## config.mk

```make
export PLATFORM = sky130hd
export DESIGN_NAME = vram_arbiter
export DESIGN_NICKNAME = d
export VERILOG_FILES = /design/src/rtl/vram_arbiter_pkg.sv /design/src/rtl/vram_rd_pipe.sv /design/src/rtl/vram_arbiter.sv
export SDC_FILE = /design/constraint.sdc
export NUM_CORES = 1
export LEC_CHECK = 0
export ABC_CLOCK_PERIOD_IN_PS = 3100
export BUFFER_PORTS_ARGS = -buffer_cell sky130_fd_sc_hd__buf_2
export CORE_MARGIN = 8
export CORE_UTILIZATION = 53
export CTS_BUF_LIST = sky130_fd_sc_hd__clkbuf_2 sky130_fd_sc_hd__clkbuf_4 sky130_fd_sc_hd__clkbuf_8
export DETAILED_ROUTE_END_ITERATION = 10
export HOLD_SLACK_MARGIN = 0.08
export PLACE_DENSITY = 0.88
export SYNTH_ARGS = -nofsm -noshare
export SYNTH_HDL_FRONTEND = slang
export SYNTH_SLANG_ARGS = --single-unit
```

## constraint.sdc

```tcl
create_clock -name clk -period 3.1 [get_ports clk]
set_clock_uncertainty 0.1 [all_clocks]
set_input_delay 0.465 -clock clk [delete_from_list [all_inputs] [get_ports clk]]
set_output_delay 0.465 -clock clk [all_outputs]
set_load 0.01 [all_outputs]
```

## src/rtl/vram_arbiter_pkg.sv

```systemverilog
// vram_arbiter_pkg: shared widths, SVGA line constants, FSM/owner encodings and tag layout
package vram_arbiter_pkg;
   localparam int ADDR_W = 14;
   localparam int DATA_W = 16;
   localparam int LB_AW = 8;
   localparam int H_ACTIVE = 800;
   localparam int H_FP = 40;
   localparam int H_SYNC = 128;
   localparam int H_BP = 88;
   localparam int H_TOTAL = H_ACTIVE + H_FP + H_SYNC + H_BP;
   localparam int V_ACTIVE = 600;
   localparam int V_FP = 1;
   localparam int V_SYNC = 4;
   localparam int V_BP = 23;
   localparam int V_TOTAL = V_ACTIVE + V_FP + V_SYNC + V_BP;
   localparam int BPP = 4;
   // one active line packed into VRAM words
   localparam int BURST_LEN = H_ACTIVE * BPP / DATA_W;
   typedef enum logic {ST_IDLE, ST_FETCH} state_e;
   typedef enum logic {OWN_FETCH, OWN_HOST} owner_e;
   typedef struct packed {
      logic             valid;
      owner_e           owner;
      logic             bank;
      logic [LB_AW-1:0] idx;
   } tag_t;
   function automatic logic is_last(input logic [LB_AW-1:0] idx);
      return idx == LB_AW'(BURST_LEN - 1);
   endfunction
endpackage

```

## src/rtl/vram_rd_pipe.sv

```systemverilog
// vram_rd_pipe: two-stage tag pipe that routes each VRAM read word to the line buffer or the host
//   clk, rst            clock, synchronous active-high reset
//   i_tag_*             tag of the access presented to VRAM in the next cycle
//   i_mem_rdata         VRAM read data (one cycle after the address)
//   o_lb_we/addr/wdata  line-buffer write port
//   o_fetch_done        pulse with the last line-buffer write of a burst
//   o_host_rvalid/rdata host read return, data held until the next return
//   o_fetch_tail        a fetch word is still in flight
module vram_rd_pipe
   import vram_arbiter_pkg::*;
(
   input  logic              clk,
   input  logic              rst,
   input  logic              i_tag_valid,
   input  logic              i_tag_host,
   input  logic              i_tag_bank,
   input  logic [LB_AW-1:0]  i_tag_idx,
   input  logic [DATA_W-1:0] i_mem_rdata,
   output logic              o_lb_we,
   output logic [LB_AW:0]    o_lb_addr,
   output logic [DATA_W-1:0] o_lb_wdata,
   output logic              o_fetch_done,
   output logic              o_host_rvalid,
   output logic [DATA_W-1:0] o_host_rdata,
   output logic              o_fetch_tail
);
   tag_t              r_s1, r_s2;
   logic              r_lb_we, r_done, r_rvalid;
   logic [LB_AW:0]    r_lb_addr;
   logic [DATA_W-1:0] r_lb_wdata, r_rdata;
   logic              w_fetch1, w_fetch2, w_host2;
   // stage 1 matches the cycle the address is on mem_*, stage 2 the cycle its data returns
   assign w_fetch1 = r_s1.valid & (r_s1.owner == OWN_FETCH);
   assign w_fetch2 = r_s2.valid & (r_s2.owner == OWN_FETCH);
   assign w_host2 = r_s2.valid & (r_s2.owner == OWN_HOST);
   always_ff @(posedge clk) begin
      if (rst) begin
         r_s1 <= '0;
         r_s2 <= '0;
         r_lb_we <= 1'b0;
         r_lb_addr <= '0;
         r_lb_wdata <= '0;
         r_done <= 1'b0;
         r_rvalid <= 1'b0;
         r_rdata <= '0;
      end else begin
         r_s1 <= '{valid: i_tag_valid, owner: (i_tag_host ? OWN_HOST : OWN_FETCH), bank: i_tag_bank, idx: i_tag_idx};
         r_s2 <= r_s1;
         r_lb_we <= w_fetch2;
         r_done <= w_fetch2 & is_last(r_s2.idx);
         r_rvalid <= w_host2;
         if (w_fetch2) begin
            r_lb_addr <= {r_s2.bank, r_s2.idx};
            r_lb_wdata <= i_mem_rdata;
         end
         if (w_host2) r_rdata <= i_mem_rdata;
      end
   end
   assign o_lb_we = r_lb_we;
   assign o_lb_addr = r_lb_addr;
   assign o_lb_wdata = r_lb_wdata;
   assign o_fetch_done = r_done;
   assign o_host_rvalid = r_rvalid;
   assign o_host_rdata = r_rdata;
   assign o_fetch_tail = w_fetch1 | w_fetch2 | r_lb_we;
endmodule

```

## src/rtl/vram_arbiter.sv

```systemverilog
// vram_arbiter: shares one single-port VRAM between the scan-out line fetcher and a host port
//   clk, rst                      pixel clock, synchronous active-high reset
//   i_fetch_start/base/bank       line-fetch request (base and bank sampled with start)
//   o_fetch_busy/done/ovr         fetch status; ovr is sticky until reset
//   o_lb_we/addr/wdata            line-buffer write port, addr = {bank, word index}
//   i_host_valid/we/addr/wdata    host request, accepted on valid & o_host_ready
//   o_host_rvalid/rdata           host read return
//   o_mem_addr/we/wdata           registered VRAM controls
//   i_mem_rdata                   VRAM read data, one cycle after the address
module vram_arbiter
   import vram_arbiter_pkg::*;
(
   input  logic              clk,
   input  logic              rst,
   input  logic              i_fetch_start,
   input  logic [ADDR_W-1:0] i_fetch_base,
   input  logic              i_fetch_bank,
   output logic              o_fetch_busy,
   output logic              o_fetch_done,
   output logic              o_fetch_ovr,
   output logic              o_lb_we,
   output logic [LB_AW:0]    o_lb_addr,
   output logic [DATA_W-1:0] o_lb_wdata,
   input  logic              i_host_valid,
   output logic              o_host_ready,
   input  logic              i_host_we,
   input  logic [ADDR_W-1:0] i_host_addr,
   input  logic [DATA_W-1:0] i_host_wdata,
   output logic              o_host_rvalid,
   output logic [DATA_W-1:0] o_host_rdata,
   output logic [ADDR_W-1:0] o_mem_addr,
   output logic              o_mem_we,
   output logic [DATA_W-1:0] o_mem_wdata,
   input  logic [DATA_W-1:0] i_mem_rdata
);
   state_e            r_state;
   logic [LB_AW-1:0]  r_cnt;
   logic [ADDR_W-1:0] r_base, r_mem_addr;
   logic              r_bank, r_mem_we, r_ovr;
   logic [DATA_W-1:0] r_mem_wdata;
   logic              w_idle, w_start, w_accept, w_last, w_tail;
   logic              w_tag_valid, w_tag_host, w_tag_bank;
   logic [LB_AW-1:0]  w_next_cnt, w_tag_idx;
   assign w_idle = r_state == ST_IDLE;
   assign w_start = w_idle & i_fetch_start;
   assign o_host_ready = ~rst & w_idle & ~i_fetch_start;
   assign w_accept = i_host_valid & o_host_ready;
   // r_cnt is the index of the word currently on mem_*
   assign w_last = is_last(r_cnt);
   assign w_next_cnt = r_cnt + 1'b1;
   // tag for the access that goes onto mem_* at the next edge; host writes return nothing
   assign w_tag_valid = w_start | ((r_state == ST_FETCH) & ~w_last) | (w_accept & ~i_host_we);
   assign w_tag_host = w_idle & ~w_start;
   assign w_tag_bank = w_start ? i_fetch_bank : r_bank;
   assign w_tag_idx = w_start ? '0 : w_next_cnt;
   always_ff @(posedge clk) begin
      if (rst) begin
         r_state <= ST_IDLE;
         r_cnt <= '0;
         r_base <= '0;
         r_bank <= 1'b0;
         r_mem_addr <= '0;
         r_mem_we <= 1'b0;
         r_mem_wdata <= '0;
         r_ovr <= 1'b0;
      end else begin
         r_mem_we <= 1'b0;
         if (r_state == ST_FETCH && i_fetch_start) r_ovr <= 1'b1;
         if (r_state == ST_IDLE) begin
            if (i_fetch_start) begin
               r_state <= ST_FETCH;
               r_cnt <= '0;
               r_base <= i_fetch_base;
               r_bank <= i_fetch_bank;
               r_mem_addr <= i_fetch_base;
            end else if (w_accept) begin
               r_mem_addr <= i_host_addr;
               r_mem_we <= i_host_we;
               r_mem_wdata <= i_host_wdata;
            end
         end else if (w_last) begin
            r_state <= ST_IDLE;
         end else begin
            r_cnt <= w_next_cnt;
            r_mem_addr <= r_base + ADDR_W'(w_next_cnt);
         end
      end
   end
   vram_rd_pipe u_rd_pipe (
      .clk           (clk),
      .rst           (rst),
      .i_tag_valid   (w_tag_valid),
      .i_tag_host    (w_tag_host),
      .i_tag_bank    (w_tag_bank),
      .i_tag_idx     (w_tag_idx),
      .i_mem_rdata   (i_mem_rdata),
      .o_lb_we       (o_lb_we),
      .o_lb_addr     (o_lb_addr),
      .o_lb_wdata    (o_lb_wdata),
      .o_fetch_done  (o_fetch_done),
      .o_host_rvalid (o_host_rvalid),
      .o_host_rdata  (o_host_rdata),
      .o_fetch_tail  (w_tail)
   );
   // busy spans the issue phase plus the words still draining through the return pipe
   assign o_fetch_busy = (r_state == ST_FETCH) | w_tail;
   assign o_fetch_ovr = r_ovr;
   assign o_mem_addr = r_mem_addr;
   assign o_mem_we = r_mem_we;
   assign o_mem_wdata = r_mem_wdata;
endmodule

```

# Word level (Yosys, flattened, before mapping)
# Index checks and enable logic that the tools add are counted.
# classes
add_sub_neg,2
n_eq_ne,3
n_bitwise,25
n_reduce_logical,9
mux,12
# op_table
operator,n
two-way mux 14 bit,4
two-way mux 8 bit,3
equality test 8 bit (second input constant),2
adder 14 x 8 -> 14 bit,1
bitwise AND 1 bit,11
NOT 1 bit,9
adder 8 x 1 -> 8 bit (second input constant),1
AND reduction 2 bit,3
two-way mux 1 bit,5
bitwise OR 1 bit,5
OR reduction 4 bit,1
AND reduction 3 bit,1
nonzero test 3 bit,1
!= test 2 bit (second input constant),1
nonzero test 2 bit,1
OR reduction 2 bit,1
logical AND 1 bit,1
# word_totals
elab_cells,73
input_bits,66
reg_bits,122
output_inout_bits,78

# Logic depth before layout (Yosys ltp)
# Gate-level depths: netlist of run 1.
# depth
ltp_word,7
ltp_mapped,10
depth_no_buf,10

# By module
# A second synthesis of run 1 with hierarchy kept.
# unflattened
cells_unflattened,630
hier_area_um2,5205.0
# modules_own_cells
mod,n_inst,seq_area_each_um2,area_per_inst_um2,cells_per_inst
vram_arbiter,1,1121.1,3066.7,390
vram_rd_pipe,1,1321.3,2138.3,240

# Worst setup path before layout of run 1
# OpenSTA, ideal clock, no wires.
# synth_timing
path_type,flip-flop to flip-flop
from,register r_cnt[2]
to,"register r_mem_addr[8], in the netlist o_mem_addr[8]"
n_path_buf,1
t_arrival_ns,2.447
path_slack_ns,0.427
required_ns,2.874
synth_period_minus_slack_ns,2.673
setup_time_ns,0.126
path_stages_with_launch,11
cell_sequence,dfxtp_1 -> clkbuf_1 -> nand3_1 -> nor2_1 -> xor2_1 -> ha_1 -> and3_1 -> a221o_1 -> a221o_1 -> a22oi_1 -> o21ai_0
# synth_between
elab_chain_len,4
elab_cells_between_ends,7
cone_classes,2 x add/sub; 2 x eq/ne; 2 x mux; 1 x reduce/logical
# synth_rtl
element,line,rtl
"start, declared",vram_arbiter.sv:37,logic [LB_AW-1:0] r_cnt;
"start signal, assigned",vram_arbiter.sv:84,r_cnt <= w_next_cnt;
adder 8 x 1 -> 8 bit,vram_arbiter.sv:50,assign w_next_cnt = r_cnt + 1'b1;
net w_next_cnt[5],vram_arbiter.sv:43,"logic [LB_AW-1:0] w_next_cnt, w_tag_idx;"
adder 14 x 8 -> 14 bit,vram_arbiter.sv:85,r_mem_addr <= r_base + ADDR_W'(w_next_cnt);
two-way mux 14 bit,vram_arbiter.sv:81,end else if (w_last) begin
two-way mux 14 bit,vram_arbiter.sv:69,if (r_state == ST_IDLE) begin
"end signal, assigned",vram_arbiter.sv:75,r_mem_addr <= i_fetch_base;
"end signal, assigned",vram_arbiter.sv:77,r_mem_addr <= i_host_addr;
"end signal, assigned",vram_arbiter.sv:85,
"end, declared",vram_arbiter.sv:38,"logic [ADDR_W-1:0] r_base, r_mem_addr;"
# The timed path passes the listed nets, and every way through them passes these cells. The select of a mux whose other input is x is not followed.
# A chain may end at the register's enable or synchronous reset.

# Worst setup path in the final report of run 1
# layout_timing
from,register r_cnt[2]
to,"register r_mem_addr[11], in the netlist o_mem_addr[11]"
# The elaborated chain is that of the path after synthesis.

==> results of run 1 <==
report_power, final:
part | internal (mW) | switching (mW) | leakage (nW)
clock | 0.748 | 0.714 | 0.201
sequential | 1.63 | 0.0404 | 0.995
combinational | 0.130 | 0.193 | 1.57
stage by stage:
| step | total power [mW] | setup WS (ns) | std cells |
|---|---|---|---|
| 2_1_floorplan | 1.88 | 0.427 | 604 |
| 3_3_place_gp | 2.01 | 0.337 | 827 |
| 3_5_place_dp | 2.02 | 0.177 | 827 |
| 4_1_cts | 3.48 | 0.144 | 859 |
| 5_1_grt | 3.58 | 0.0888 | 859 |
| 6_report | 3.45 | 0.205 | 859 |
kinds of logic after synthesis:
group,count (synthesis),synth area share
compound gates,136,0.162
xor+xnor,12,0.0212
fa+ha+maj,10,0.0268
buf+inv,45,0.0362
flops,122,0.494
mux,3,0.00607
simple gates,276,0.254
cells in the mapped netlist, types with 2 or more instances:
cell type,instances
nor3b_1,2
o211ai_1,7
and3_1,6
or2_2,2
nor2_1,28
o21ai_0,24
clkbuf_1,22
dfxtp_1,122
mux2i_1,3
a21oi_1,68
and2_1,5
nor4b_1,2
a211oi_1,2
nand3_1,24
xor2_1,6
a22oi_1,7
nand4b_1,3
a21o_1,6
inv_1,6
or4_1,2
buf_1,9
buf_2,8
nor2b_1,19
a31oi_1,6
ha_1,9
a221o_1,2
nor3_1,7
nand2b_1,4
xnor2_1,6
o311a_1,2
o22ai_1,2
nor4_1,2
nand2_1,161
final cells by class:
class	instances	area, sq um
well taps	111	139
fillers	769	3030
clock buffers	17	234
flip-flops and latches	122	2440
repair buffers	151	776
multi-input cells	437	2330
inverters	6	22.5
clock inverters	15	178
routing by layer:
metal	vias to the layer above	GRT usage
li1	2328	-
met1	2228	0.232
met2	181	0.360
met3	16	0.0590
met4	0	0.0782
met5	-	0
worst max path at each step:
stage,cells after the start,slack [ns],end
after floorplan,10,0.43,o_mem_addr[8]
after global placement,9,0.34,o_mem_addr[8]
after detailed placement,9,0.18,o_mem_addr[11]
after CTS,9,0.14,o_mem_addr[11]
after global routing,9,0.09,o_mem_addr[11]
final,9,0.21,o_mem_addr[11]
registers in the layout (all words and copies together) (netlist names):
signal	count
o_fetch_ovr	1
o_mem_we	1
r_bank	1
r_state	1
o_mem_wdata	16
u_rd_pipe.o_host_rvalid	1
u_rd_pipe.o_lb_wdata	16
u_rd_pipe.o_host_rdata	16
r_base	14
u_rd_pipe.o_lb_we	1
u_rd_pipe.r_s1	11
u_rd_pipe.o_fetch_done	1
o_mem_addr	14
u_rd_pipe.o_lb_addr	9
r_cnt	8
u_rd_pipe.r_s2	11
critical path: cells and delay by family, from the launching register on:
| family | cells | cell delay, ns |
|---|---|---|
| AO/OA/AOI/OAI | 2 | 0.46 |
| flip-flops | 1 | 0.41 |
| XOR/XNOR | 1 | 0.36 |
| buffers and inverters | 1 | 0.08 |
| AND/OR/NAND/NOR | 4 | 1.04 |
| adder cells (fa/ha/maj) | 1 | 0.33 |
==> results.sh, run 1 <==
export IMPL_status="completed"
export IMPL_ys_types=53
export IMPL_die_h_um=113
export IMPL_maxCapViolCount=0
export IMPL_grt_max_degree=74
export IMPL_ant_nets=0
export IMPL_num_antenna_cells=0
export IMPL_layout_common_cells="161 x nand2_1, 143 x buf_2, 121 x dfxtp_1"
export IMPL_synth_ff_latch_count=122
export IMPL_hold_ws_ns=0.123
export IMPL_drc=0
export IMPL_cp_startpoint="r_cnt[2]"
export IMPL_antenna_found_initial=0
export IMPL_yosys_warnings=0
export IMPL_layout_drive_gt1_share=0.255
export IMPL_ios=144
export IMPL_synth_cell_area_sq_um=4950
export IMPL_fmax_mhz=345
export IMPL_min_path_cells=3
export IMPL_synth_top_cells_by_area="dfxtp_1 49%, nand2_1 12%, a21oi_1 6.9%"
export IMPL_rrSetupSlack_ns=0.21
export IMPL_rows=35
export IMPL_p_leak_nw=2.76
export IMPL_final_nets=811
export IMPL_globalplace_congestion=0.910
export IMPL_yosysTopAreaCell="dfxtp_1"
export IMPL_r2r_cells=9
export IMPL_dr_wl_met3_um=996
export IMPL_ys_flop_type="dfxtp_1"
export IMPL_via_per_inst=5.53
export IMPL_core_sq_um=9150
export IMPL_cts_buffer_depth=2
export IMPL_clkSinkCount=122
export IMPL_gr_usage_all_layers=0.206
export IMPL_final_area_sq_um=6120
export IMPL_worst_setup_path_type="reg2reg"
export IMPL_cts_buffers_inserted=17
export IMPL_crit_fanout=8
export IMPL_cp_arrival_ns=3.10
export IMPL_slew_viol_final=0
export IMPL_clk_latency_ns=0.42
export IMPL_wl_per_cell_um=15.7
export IMPL_power_density_nw_per_um2=564
export IMPL_worst_r2r_startpoint="r_cnt[2]"
export IMPL_grt_pass1_wl_um=21700
export IMPL_place_area_sq_um=5710
export IMPL_synth_top_cell_area_share=0.494
export IMPL_hold_viol_final=0
export IMPL_synth_avg_cell_area_sq_um=8.19
export IMPL_setup_viol=0
export IMPL_final_common_cell="nand2_1"
export IMPL_dp_hpwl_um=9870
export IMPL_synth_seq_area_share=0.494
export IMPL_cts_resized=0
export IMPL_wl_met2_um=6660
export IMPL_drt_met1_wl_um=5650
export IMPL_fp_dieW_um=113
export IMPL_syn_num_nets=680
export IMPL_hp_class="in2reg"
export IMPL_area_growth_pct=23.7
export IMPL_root_buffer="clkbuf_8"
export IMPL_slew_headroom=0.275
export IMPL_hold_buffers=0
export IMPL_initial_utilization=0.541
export IMPL_min_to="o_mem_wdata[2]"
export IMPL_cts_setup_buffers=0
export IMPL_cp_required_ns=3.30
export IMPL_fin_tns_setup_ns=0
export IMPL_finalCritPeriodShare=0.934
export IMPL_io_buffers=143
export IMPL_hp_start="i_host_wdata[2]"
export IMPL_clkTransAtPathRegs_ns=0.08
export IMPL_crit_chain="nand3_1 > nor3_1 > xor2_1 > ha_2 > inv_1 > a31oi_1 > o211ai_1 > nor4b_1 > or3_1"
export IMPL_fin_crit_ns=2.89
export IMPL_grt_pass1_vias=4768
export IMPL_drt_iter0_markers=385
export IMPL_critPathMaxStageDelay_ns=0.41
export IMPL_ys_async_sr_fraction=0
export IMPL_r2r_end="o_mem_addr[11]"
export IMPL_num_vias=4753
export IMPL_rsz0062_at_grt="false"
export IMPL_highest_layer="met4"
export IMPL_drt_total_wl_um=13500
export IMPL_h_tree_depth=4
export IMPL_dieArea_sq_um=12700
export IMPL_crit_slowest_cell="dfxtp_2"
export IMPL_cp_end_kind="flop"
export IMPL_worst_pin_slew_ns=1.09
export IMPL_grt_remaining_overflow=0
export IMPL_synthCells=604
export IMPL_final_util=0.669
export IMPL_synth_edff_count=0
export IMPL_start_kind="flop"
export IMPL_dr_pass1_iters=5
export IMPL_cts_tree="built"
export IMPL_ir_drop_mv=0.283
(Power assumes the default switching activity.)
==> run 2: changes to the inputs <==
--- a/config.mk
+++ b/config.mk
@@ -13,6 +13,7 @@
 export DETAILED_ROUTE_END_ITERATION = 10
 export HOLD_SLACK_MARGIN = 0.08
 export PLACE_DENSITY = 0.88
+export REMOVE_ABC_BUFFERS = 1
 export SYNTH_ARGS = -nofsm -noshare
 export SYNTH_HDL_FRONTEND = slang
 export SYNTH_SLANG_ARGS = --single-unit
==> results.sh, run 2 (synthesis results as in run 1) <==
export IMPL_status="completed"
export IMPL_area_growth_pct=25.1
export IMPL_dr_pass1_iters=7
export IMPL_io_buffers=143
export IMPL_critPathMaxStageDelay_ns=0.46
export IMPL_dieArea_sq_um=12700
export IMPL_core_sq_um=9150
export IMPL_grt_remaining_overflow=0
export IMPL_cts_tree="built"
export IMPL_drt_iter0_markers=322
export IMPL_cts_setup_buffers=0
export IMPL_die_h_um=113
export IMPL_cp_required_ns=3.31
export IMPL_rsz0062_at_grt="false"
export IMPL_ant_nets=0
export IMPL_num_vias=4760
export IMPL_initial_utilization=0.541
export IMPL_via_per_inst=5.53
export IMPL_antenna_found_initial=0
export IMPL_power_density_nw_per_um2=585
export IMPL_crit_chain="nand3_1 > nor2_1 > xor2_1 > ha_1 > and3_1 > a221o_1 > a221o_1 > a22oi_1 > o21ai_0"
export IMPL_final_nets=813
export IMPL_clk_latency_ns=0.42
export IMPL_grt_pass1_wl_um=22200
export IMPL_cts_resized=0
export IMPL_slew_viol_final=0
export IMPL_fmax_mhz=351
export IMPL_fin_crit_ns=2.85
export IMPL_cp_arrival_ns=3.06
export IMPL_hp_class="in2reg"
export IMPL_multi_input_area_sq_um=2330
export IMPL_final_common_cell="nand2_1"
export IMPL_gr_usage_all_layers=0.212
export IMPL_clkTransAtPathRegs_ns=0.08
export IMPL_crit_fanout=8
export IMPL_layout_drive_gt1_share=0.256
export IMPL_cp_buffers_inverters=0
export IMPL_rows=35
export IMPL_setup_viol=0
export IMPL_start_kind="flop"
export IMPL_ir_drop_mv=0.379
export IMPL_ios=144
export IMPL_hold_viol_final=0
export IMPL_crit_slowest_cell="dfxtp_1"
export IMPL_finalCritPeriodShare=0.920
export IMPL_crit_family="compound AO/OA/AOI/OAI gates"
export IMPL_h_tree_depth=4
export IMPL_globalplace_congestion=0.855
export IMPL_wl_per_cell_um=15.8
export IMPL_worst_setup_path_type="reg2reg"
export IMPL_cts_buffers_inserted=17
export IMPL_root_buffer="clkbuf_8"
export IMPL_grt_max_degree=73
export IMPL_cts_buffer_depth=2
export IMPL_num_antenna_cells=0
export IMPL_hold_buffers=0
export IMPL_p_leak_nw=2.80
export IMPL_filler_cell_count=755
export IMPL_fin_tns_setup_ns=0
export IMPL_drt_total_wl_um=13600
export IMPL_cpMostUsedCell="a221o_1"
export IMPL_fp_dieW_um=113
export IMPL_maxCapViolCount=0
export IMPL_cp_end_kind="flop"
export IMPL_grt_pass1_vias=4787
export IMPL_layout_common_cells="161 x nand2_1, 143 x buf_2, 122 x dfxtp_1"
export IMPL_regArea_sq_um=2440
export IMPL_worst_pin_slew_ns=1.24
export IMPL_slew_headroom=0.172
export IMPL_clkSinkCount=122
export IMPL_dp_hpwl_um=9730
export IMPL_drc=0
export IMPL_hold_ws_ns=0.119
## run 2: report_power, final
group | total, mW | internal, mW | switching, mW
sequential | 1.67 | 1.63 | 0.0396
combinational | 0.330 | 0.132 | 0.198
clock | 1.63 | 0.984 | 0.642
## run 2: final cells by class
| type | instances | share of cell area |
|---|---|---|
| inverter | 6 | 0.00364 |
| clock inverter | 13 | 0.0352 |
| tap | 111 | 0.0224 |
| multi-input combinational | 437 | 0.376 |
| clock buffer | 19 | 0.0402 |
| sequential | 122 | 0.395 |
| timing repair buffer | 153 | 0.128 |
## run 2: metrics by stage
| step | setup slack (ns) | std cells | power (mW) | util | instance area (sq um) |
|---|---|---|---|---|---|
| finish | 0.248 | 861 | 3.62 | 0.676 | 6190 |
| global route | 0.0424 | 861 | 3.76 | 0.676 | 6190 |
| CTS | 0.265 | 861 | 3.64 | 0.676 | 6190 |
| detailed placement | 0.270 | 829 | 2.03 | 0.625 | 5720 |
| global placement | 0.368 | 829 | 2.02 | 0.625 | 5720 |
| floorplan | 0.521 | 565 | 1.86 | - | 4790 |
## run 2: worst paths after layout
path | from | slack, ns | to | cells past startpoint
max | r_cnt[2] | 0.25 | o_mem_addr[8] | 9
min | i_host_wdata[15] | 0.12 | o_mem_wdata[15] | 3
max reg2reg | r_cnt[2] | 0.25 | o_mem_addr[8] | 9
min reg2reg | u_rd_pipe.r_s1[3] | 0.33 | u_rd_pipe.r_s2[3] | 1
## run 2: worst reg2reg max path: stages (launching register included)
cell and delay (ns):
dfxtp_1 0.46, nand3_1 0.23, nor2_1 0.18, xor2_1 0.25, ha_1 0.32, and3_1 0.19
a221o_1 0.38, a221o_1 0.38, a22oi_1 0.17, o21ai_0 0.10
## run 2: per-layer routing
| layer | vias up | GRT usage | wire length (um) | part of all wire |
|---|---|---|---|---|
| li1 | 2333 | - | - | - |
| met1 | 2194 | 0.244 | 5730 | 0.42 |
| met2 | 215 | 0.359 | 6480 | 0.48 |
| met3 | 18 | 0.0735 | 1210 | 0.089 |
| met4 | 0 | 0.0737 | 153 | 0.011 |
| met5 | - | 0 | 0 | 0 |
